**config.mk**
```make
export PLATFORM = sky130hd
export DESIGN_NAME = frame_sequencer
export DESIGN_NICKNAME = d
export VERILOG_FILES = /design/src/rtl/frame_sequencer.sv
export SDC_FILE = /design/constraint.sdc
export NUM_CORES = 1
export LEC_CHECK = 0
export CELL_PAD_IN_SITES_DETAIL_PLACEMENT = 1
export CELL_PAD_IN_SITES_GLOBAL_PLACEMENT = 1
export CORE_ASPECT_RATIO = 1.1
export CORE_MARGIN = 2
export CORE_UTILIZATION = 30
export DETAILED_ROUTE_END_ITERATION = 10
export PLACE_DENSITY_LB_ADDON = 0.1
export SLEW_MARGIN = 20
export SYNTH_ARGS = -nofsm -noshare
export SYNTH_HDL_FRONTEND = slang
export SYNTH_SLANG_ARGS = --single-unit
```
**constraint.sdc**
```tcl
create_clock -name CLK -period 4 [get_ports CLK]
set_clock_uncertainty 0.2 [all_clocks]
set_input_delay 0.4 -clock CLK [delete_from_list [all_inputs] [get_ports CLK]]
set_output_delay 0.4 -clock CLK [all_outputs]
set_load 0.03 [all_outputs]
```
**src/rtl/frame_sequencer.sv**
```systemverilog
// frame_sequencer: per-frame exposure, readout trigger, readout handshake and gap loop.
module frame_sequencer #(
   parameter int ACK_TIMEOUT = 16
) (
   input  logic        CLK,
   input  logic        rst,
   input  logic        start_i,
   input  logic        stop_i,
   input  logic [31:0] T_EXP,
   input  logic [31:0] T_GAP,
   input  logic [31:0] NUM_FRAME,
   input  logic        re_busy_i,
   output logic        trigger_o,
   output logic        exp_active,
   output logic        seq_busy,
   output logic        seq_done,
   output logic [31:0] frame_cnt,
   output logic        ack_err
);
   localparam logic [31:0] ACK_LAST = 32'(ACK_TIMEOUT - 1);
   typedef enum logic [2:0] {IDLE, EXPOSE, TRIG, WAIT_ACK, WAIT_RO, GAP} state_t;
   state_t      state_q, state_d;
   logic [31:0] timer_q, texp_q, tgap_q, nfr_q;
   logic        stop_pending_q, last, ro_done;
   assign last    = (nfr_q != 32'd0) && (frame_cnt + 32'd1 == nfr_q);
   assign ro_done = (state_q == WAIT_RO) && !re_busy_i;
   always_comb begin
      state_d = state_q;
      case (state_q)
         IDLE:     state_d = start_i ? EXPOSE : IDLE;
         EXPOSE:   state_d = stop_i ? IDLE : (timer_q >= texp_q - 32'd1) ? TRIG : EXPOSE;
         TRIG:     state_d = WAIT_ACK;
         WAIT_ACK: state_d = re_busy_i ? WAIT_RO : (timer_q >= ACK_LAST) ? IDLE : WAIT_ACK;
         WAIT_RO:  state_d = re_busy_i ? WAIT_RO : (last || stop_pending_q || stop_i) ? IDLE
                             : (tgap_q == 32'd0) ? EXPOSE : GAP;
         GAP:      state_d = stop_i ? IDLE : (timer_q >= tgap_q - 32'd1) ? EXPOSE : GAP;
         default:  state_d = IDLE;
      endcase
   end
   always_ff @(posedge CLK) begin
      if (rst) begin
         state_q        <= IDLE;
         timer_q        <= '0;
         texp_q         <= '0;
         tgap_q         <= '0;
         nfr_q          <= '0;
         stop_pending_q <= 1'b0;
         trigger_o      <= 1'b0;
         exp_active     <= 1'b0;
         seq_busy       <= 1'b0;
         seq_done       <= 1'b0;
         frame_cnt      <= '0;
         ack_err        <= 1'b0;
      end else begin
         state_q    <= state_d;
         timer_q    <= (state_d != state_q) ? 32'd0 : timer_q + 32'd1;
         trigger_o  <= state_d == TRIG;
         exp_active <= state_d == EXPOSE;
         seq_busy   <= state_d != IDLE;
         seq_done   <= (state_q != IDLE) && (state_d == IDLE);
         // the in-flight frame always finishes; a late stop only ends the sequence afterwards
         stop_pending_q <= (state_d == IDLE) ? 1'b0
                           : (stop_i && (state_q inside {TRIG, WAIT_ACK, WAIT_RO})) ? 1'b1
                           : stop_pending_q;
         if (state_q == IDLE && start_i) begin
            texp_q    <= (T_EXP == 32'd0) ? 32'd1 : T_EXP;
            tgap_q    <= T_GAP;
            nfr_q     <= NUM_FRAME;
            frame_cnt <= '0;
            ack_err   <= 1'b0;
         end
         if (ro_done)
            frame_cnt <= frame_cnt + 32'd1;
         if (state_q == WAIT_ACK && state_d == IDLE)
            ack_err <= 1'b1;
      end
   end
endmodule

```
**Word-level counts from Yosys, hierarchy flattened**

Cells that the tools add are included.

- Muxes and demuxes: 16
- Add/subtract/negate cells: 4
- Eq/ne operators: 9
- Reduce and logical (&&, ||, !) cells: 21
- $lt $le $gt $ge: 3

Operators by type and width:

| kind | count |
|---|---|
| $mux W32 | 3 |
| $add A32 B1 Y32 const B | 2 |
| $ge A32 B32 Y1 | 2 |
| $logic_not A32 Y1 | 2 |
| $sub A32 B1 Y32 const B | 2 |
| $eq A32 B32 Y1 | 1 |
| $ge A32 B4 Y1 const B | 1 |
| $reduce_bool A32 Y1 | 1 |
| $mux W3 | 6 |
| $pmux W3 S6 | 1 |
| $eq A3 B2 Y1 const B | 3 |
| $reduce_bool A3 Y1 | 3 |
| $eq A3 B1 Y1 const B | 2 |
| $eq A3 B3 Y1 const B | 2 |
| $logic_and A1 B1 Y1 | 6 |
| $logic_not A3 Y1 | 2 |
| $mux W2 | 3 |
| $reduce_bool A2 Y1 | 2 |
| $reduce_or A2 Y1 | 2 |
| $mux W1 | 3 |
| $ne A3 B3 Y1 | 1 |
| $logic_or A1 B1 Y1 | 2 |
| $logic_not A1 Y1 | 1 |

- Word-level logic and storage cells: 65
- Register bits: 169
- Input bits: 101

**Longest topological paths before layout**

Gate-level depths: netlist (run 1).

- Depth after elaboration: 11
- Depth in mapped cells: 19
- Mapped depth without buffers: 18

**Least setup slack after synthesis (run 1)**

No wires, ideal clock.

- Kind: reg2reg
- From: register tgap_q[2]
- To: register timer_q[21]
- Slack: -0.375 ns
- Data required time: 3.738 ns
- Arrival time: 4.113 ns
- Clock period less this slack: 4.375 ns
- Cell stages (with the launch flop): 20
- Path through: dfxtp_1 -> or4_1 -> nor3_1 -> nand2_1 -> or3_1 -> nor3_1 -> nand2_1 -> nor3_1 -> xnor2_1 -> ha_1 -> a21oi_1 -> nor2b_1 -> o21ai_0 -> nand4b_1 -> o21ai_0 -> a41oi_1 -> o41a_2 -> a211o_4 -> buf_8 -> nor2_2

- Cells in the longest elaborated chain, start to end: 7
- Elaborated cells on any way between the ends: 11
- Classes of those cells: add/sub: 1; order compare: 1; eq/ne: 1; mux: 6; reduce/logical: 2

RTL lines:

| element | RTL line | text |
|---|---|---|
| from (decl) | 23 | `logic [31:0] timer_q, texp_q, tgap_q, nfr_q;` |
| from (signal assigned) | 45 | `tgap_q <= '0;` |
| from (signal assigned) | 67 | `tgap_q <= T_GAP;` |
| $sub A32 B1 Y32 / $logic_not A32 Y1 (equally long branches) | 36, 35 |  |
| $ge A32 B32 Y1 / $mux W3 (equally long branches) | 36, 35 |  |
| $mux W3, on equally long branches (2 in a row) | 36, 34 |  |
| $pmux W3 S6 (*) | 29 | `case (state_q)` |
| $ne A3 B3 Y1 (*) | 56 | `timer_q <= (state_d != state_q) ? 32'd0 : timer_q + 32'd1;` |
| $reduce_or A2 Y1 (no source line) (*) | n/a |  |
| to (signal assigned) | 56 |  |
| to (decl) | 23 |  |

Mark *: on every way between the ends. The rest lies on a longest branch, timed or not.
A chain may end at the register's enable or synchronous reset.

**Final worst setup path (run 1)**

- From: register tgap_q[2]
- To: register seq_done

- Cells in the longest elaborated chain, start to end: 7
- Elaborated cells on any way between the ends: 11
- Classes of those cells: add/sub: 1; order compare: 1; mux: 6; reduce/logical: 3

RTL lines:

| element | RTL line | text |
|---|---|---|
| $sub A32 B1 Y32 / $logic_not A32 Y1 (equally long branches) | 36, 35 |  |
| $ge A32 B32 Y1 / $mux W3 (equally long branches) | 36, 35 |  |
| $mux W3, on equally long branches (2 in a row) | 36, 34 |  |
| $pmux W3 S6 (*) | 29 |  |
| $logic_not A3 Y1 (*) | 60 | `seq_done <= (state_q != IDLE) && (state_d == IDLE);` |
| $logic_and A1 B1 Y1 (*) | 60 |  |
| to (signal assigned) | 60 |  |
| to (decl) | 16 | `output logic seq_done,` |

Marked as above.

==> run summary, run 1 <==
DR vias/cell: 5.20
number of clock sinks: 169
Period Utilization, post-route: 106%
worst reg2reg path depth: 19
H-tree depth: 4
setup_tns: -5600 ps
Num CTS Buffers: 17
Inst Count DP: 1992
Tmin final: 4220 ps
final worst setup slack: -223 ps
P&R area growth vs syn: 34.4%
die area: 36200 um^2
final instance area: 14000 um^2
Max Cap Viol: 0
critical path startpoint category: register
share of the synthesized area in the top cell type: 32.5%
Routed wire per std cell: 18.0 um
Post-synth top cells: nand2_1 (260), dfxtp_1 (169), a21oi_1 (153)
# nets final: 1751
metal3 WL: 763 um
Die Y: 199 um
Synth Warn #: 0
Hold Path Class: register to register
IO Count: 138
placed instance area: 13100 um^2
crit path capture type: register
clk_lat worst skew: 460 ps
count leader, synth: nand2_1
setup violators final: 36
number of distinct library cells after synthesis: 67
initial antenna violation count: 0
CTS tree: yes
post-synth net total: 1521
Pre-antenna DRT Iters: 4
largest net degree at the start of global routing: 73
Setup CP Type: register to register
Clock transition at path regs: 70 ps
Synth Cell Area: 10400 um^2
endpoints failing hold: 0
share of cells above drive strength 1: 15.9%
global-route wire length before repair: 58.0 mm
CP Max Fanout: 5
Final ANT Viol Nets: 0
flops & latches, synth: 169
Detail Placement HPWL: 27.7 mm
ys flop type: dfxtp_1
VDD IR-drop max: 291 uV
relative slew slack: 31.6%
Root Driver: clkbuf_16
status: finished, violations left
GPL Wtd Cong: 0.831
row cnt: 71
GRT Total Usage: 20.4%
number of synthesized flops with an enable pin: 0
via count: 10600
Initial Util: 30.4%
Layout Cells excl Fill: 2032
Die W: 182 um
Critical Path AT: 4330 ps
core area: 34200 um^2
post-synthesis sequential area ratio: 32.5%
Synth async-reset ratio: 0%
Clock Path Buffers: 2
max layer used: met4
grt ovf: 0
drt initial violations: 384
Hold Path Stages: 2
hold slack: 264 ps
Met1 Wirelength: 15.1 mm
ranking of synthesized cells by area: dfxtp_1 (33%), nand2_1 (9.4%), ha_1 (8.3%)
vias in the first global route: 11000
Final Util: 40.9%
pwr dens: 321 nW/um^2
Port Buffers: 137
final WL: 36.5 mm
Leakage: 5.35 nW
failing checks: setup timing
data required time of the worst path: 4110 ps
pins over their slew limit: 0
DR WL met2: 19.9 mm
DRC viols: 0
fmax: 237 MHz
Syn Area/Cell: 7.70 um^2
slew at the pin closest to its max-slew limit: 1020 ps
RSZ-0062 raised after global routing: true
Synth area leader: dfxtp_1
cell count after synthesis: 1351
## layout by cell type (no fill, tap or decap), drive strengths merged, types with 11 or more instances in the layout
cell type	instances
nand2	260
dfxtp	169
a21oi	153
buf	140
clkdlybuf4s50	136
nor2	122
xnor2	88
ha	69
nor4	53
xor2	40
nand4	38
o21ai	37
nand3	34
nor3	34
a21o	23
clkbuf	18
inv	18
and3	17
or4	13
a211oi	11
## flip-flops by register name (all words and copies together) (netlist names)
name and cells:
seq_done 1, ack_err 1, stop_pending_q 1, seq_busy 1, nfr_q 32, frame_cnt 32, timer_q 32, texp_q 32
exp_active 1, state_q 3, trigger_o 1, tgap_q 32
## repair_timing
action	CTS	global route
gates cloned	1	2
endpoints found under the setup margin	40	41
setup buffers	2	3
hold buffers	0	0
endpoints found under the hold margin	0	0
resized for setup	18	30
pin swaps	17	7
## critical path, cell delays in order, from the launching register on
cell and delay (ps):
dfxtp_2 320, or4_4 550, nor3_4 160, nand2_2 70, or3_4 360, nor3_4 160, nand2_2 110, nor3_2 190
xnor2_1 100, ha_1 330, a21oi_2 130, nor2b_1 60, o21ai_1 140, nand4b_1 160, nor2_1 160, a41oi_2 170
o41a_4 180, buf_6 140, and4bb_2 230, nor3b_2 150
## metrics by stage
step           setup slack (ps)  power, mW
2_1_floorplan             -67.2       2.36
3_3_place_gp               -285       2.75
3_5_place_dp               -421       2.77
4_1_cts                    -232       4.54
5_1_grt                    -464       4.74
6_report                   -223       4.49
## layer usage
metal	global-route usage [%]	vias to the layer above
met5	0	-
met4	6.62	0
met3	2.81	42
met2	40.1	111
met1	22.4	5163
li1	-	5253
## final timing paths
check	start	end	slack, ps
worst min-delay path	ack_err$_SDFFE_PP0P_	ack_err$_SDFFE_PP0P_	260
worst max register to register	tgap_q[2]$_SDFFE_PP0P_	seq_done$_SDFF_PP0_	-220
worst min register to register	ack_err$_SDFFE_PP0P_	ack_err$_SDFFE_PP0P_	260
worst max-delay path	tgap_q[2]$_SDFFE_PP0P_	seq_done$_SDFF_PP0_	-220
## power by group
group | switching [mW] | total (mW) | internal, mW | leakage, nW
logic | 0.482 | 0.937 | 0.455 | 3.68
clock network | 0.751 | 1.74 | 0.986 | 0.292
registers | 0.0708 | 1.82 | 1.75 | 1.38
## layout make-up
| type | count | area [um^2] |
|---|---|---|
| Fill cell | 4126 | 20200 |
| Multi-Input combinational cell | 1103 | 6970 |
| Sequential cell | 169 | 3390 |
| Timing Repair Buffer | 276 | 2420 |
| Tap cell | 438 | 548 |
| Clock buffer | 18 | 429 |
| Clock inverter | 13 | 169 |
| Inverter | 14 | 52.6 |
| Antenna cell | 1 | 2.50 |
## cell families (layout without fill, tap and decap cells)
family / after synthesis / count (layout) / synth area share [%]
flip-flops: 169 / 169 / 32.5
buffers and inverters: 82 / 321 / 3.43
AND/OR/NAND/NOR: 631 / 631 / 29.5
adder cells (fa/ha/maj): 69 / 69 / 8.30
other: 0 / 1 / 0
multiplexers: 2 / 2 / 0.217
AO/OA/AOI/OAI: 270 / 273 / 15.2
XOR/XNOR: 128 / 128 / 10.8
No activity file was read; power rests on OpenSTA's default activity.
==> run 2: changes to the inputs <==
Settings changed: CORE_MARGIN 2 to 3, PLACE_DENSITY from default to 0.75, PLACE_DENSITY_LB_ADDON 0.1 to default.
==> run 2 against run 1 <==
Against the previous run: the flow still finishes with violations (setup timing); register-to-register slack hardly changed; clock power grew 6%; via count rose by 2.5%; combinational power grew 5.7%; total power grew 3.4%; wire length increased by 5.9%; count of clock-buffer cells in the layout unchanged; cell area grew 0.68%; global-route usage grew 0.18 points; maximum frequency down 0.26%; core utilization increased by 0.87 points; die area rose by 2.1%; critical endpoint is now timer_q[2]$_SDFF_PP0_.
==> run summary, run 2 (synthesized netlist as in run 1, its figures left out) <==
initial antenna violation count: 0 (unchanged)
Hold Path Class: input port to register
P&R area growth vs syn: 35.3%
Clock transition at path regs: 70 ps (about the same)
critical path startpoint category: register
Num CTS Buffers: 17 (unchanged)
H-tree depth: 4 (unchanged)
Setup CP Type: register to register
largest net degree at the start of global routing: 82 (+12%)
Period Utilization, post-route: 106% (+0.28 points)
Worst path top cell family by delay: compound AO/OA/AOI/OAI gates
core area: 33700 um^2 (-1.4%)
Detail Placement HPWL: 28.2 mm (+1.7%)
Tmin final: 4230 ps (+11.1 ps)
die area: 36900 um^2 (+2.1%)
Fillers: 4075 (-1.2%)
DRC viols: 0 (unchanged)
share of cells above drive strength 1: 16.8% (+0.93 points)
Crit-path slowest cell: a211o_2
Pre-antenna DRT Iters: 5 (+1)
# nets final: 1747 (-0.23%)
Crit path buffers/inverters: 1 (unchanged)
Port Buffers: 137 (unchanged)
Clock Path Buffers: 2 (unchanged)
pwr dens: 330 nW/um^2 (+2.7%)
fmax: 236 MHz (-0.26%)
hold slack: 249 ps (-14.8 ps)
global-route wire length before repair: 61.6 mm (+6.1%)
crit path capture type: register
Die W: 184 um (+1.1%)
status: finished, violations left
Die Y: 201 um (+1.0%)
placed instance area: 13000 um^2 (-0.69%)
commonest non-fill, non-tap cells in the layout: nand2_1 (256), dfxtp_1 (166), a21oi_1 (145)
grt ovf: 0 (unchanged)
DR vias/cell: 5.36 (+3.1%)
Slowest Stage Delay on Critical Path: 450 ps (-100 ps)
Leakage: 5.37 nW (+0.43%)
vias in the first global route: 11500 (+4.6%)
data required time of the worst path: 4180 ps (+70 ps)
CTS hold repair buffers: 0 (unchanged)
final instance area: 14100 um^2 (+0.68%)
Max Cap Viol: 0 (unchanged)
via count: 10800 (+2.5%)
final WL: 38.7 mm (+5.9%)
row cnt: 70 (-1.4%)
Routed wire per std cell: 19.1 um (+6.5%)
clk_lat worst skew: 460 ps (about the same)
CTS tree: yes
drt initial violations: 461 (+20%)
relative slew slack: 40.5% (+8.9 points)
GRT Total Usage: 20.6% (+0.18 points)
RSZ-0062 raised after global routing: true
VDD IR-drop max: 323 uV (+11%)
slew at the pin closest to its max-slew limit: 892 ps (-126 ps)
Ant. Diodes: 0 (-1)
number of clock sinks: 169 (unchanged)
CP Max Fanout: 8 (+3)
worst-path cell chain: nor3_4, nand2b_1, nor4_4, nand3_2, nor2_4, inv_2, or3_4, xor2_1, ha_1, a21o_1, a21o_1, a21oi_2, o21ai_2, a21oi_1, o211ai_1, a211o_2, a211o_4, nor2_4
most common cell after layout, fill and taps aside: nand2_1
sequential standard cell area: 3390 um^2 (about the same)
Critical Path AT: 4410 ps (+80 ps)
Initial Util: 30.8% (+0.43 points)
endpoints failing hold: 0 (unchanged)
pins over their slew limit: 0 (unchanged)
setup_tns: -5870 ps (-267 ps)
final worst setup slack: -234 ps (-11.1 ps)
failing checks: setup timing
GPL Wtd Cong: 0.859 (+3.4%)
Root Driver: clkbuf_16
area of the multi-input gates: 7060 um^2 (+1.3%)
setup violators final: 36 (unchanged)
Final ANT Viol Nets: 0 (unchanged)
IO Count: 138 (unchanged)
[run 2: cell types whose count changed in the layout (fill, tap and decap cells not counted), moves of 3 or more]
cell,delta
nor2_2,+3
buf_6,+3
nor2_1,-6
inv_6,-4
a21oi_2,+4
a21oi_1,-5
nor4_1,+3
nor2_4,+3
buf_4,-7
[run 2: area by class of cell]
cell class / instances / share of cell area (%)
repair buffers: 272 / 17.0
flip-flops and latches: 169 / 24.1
multi-input cells: 1103 / 50.2
clock buffers: 18 / 3.05
clock inverters: 12 / 1.43
inverters: 14 / 0.374
well taps: 432 / 3.84
[run 2: final timing paths]
kind	endpoint	slack, ps	startpoint	depth (start not counted)
worst max-delay path	timer_q[2]$_SDFF_PP0_	-230	texp_q[0]$_SDFFE_PP0P_	18
worst min-delay path	frame_cnt[4]$_SDFFE_PP0P_	250	rst	2
worst max register to register	timer_q[2]$_SDFF_PP0_	-230	texp_q[0]$_SDFFE_PP0P_	18
worst min register to register	ack_err$_SDFFE_PP0P_	260	ack_err$_SDFFE_PP0P_	2
[run 2: power by group]
group | switching (mW) | internal, mW
logic | 0.520 | 0.470
clock network | 0.735 | 1.10
registers | 0.0708 | 1.75
[run 2: metal layers]
| layer | global-route usage, % | up-vias | part of all wire (%) |
|---|---|---|---|
| li1 | - | 5228 | - |
| met1 | 23.5 | 5293 | 41 |
| met2 | 38.7 | 245 | 53 |
| met3 | 3.25 | 67 | 3.7 |
| met4 | 6.37 | 0 | 2.4 |
| met5 | 0 | - | 0 |
[run 2: repair_timing]
| action | CTS | global route |
|---|---|---|
| buffers inserted | 8 | 4 |
| resized for setup | 39 | 39 |
| cloned | 3 | 0 |
| endpoints found under the setup margin | 39 | 41 |
| pin swaps | 23 | 16 |
[run 2: per-stage QoR]
stage / setup slack [ps] / instances / power [mW] / util, %
after floorplan: -67.2 / 1351 / 2.36 / -
after global placement: -218 / 1975 / 2.72 / 38.6
after detailed placement: -392 / 1975 / 2.76 / 38.6
after CTS: -200 / 2016 / 4.65 / 41.2
after global routing: -454 / 2020 / 4.85 / 41.7
final: -234 / 2020 / 4.64 / 41.7
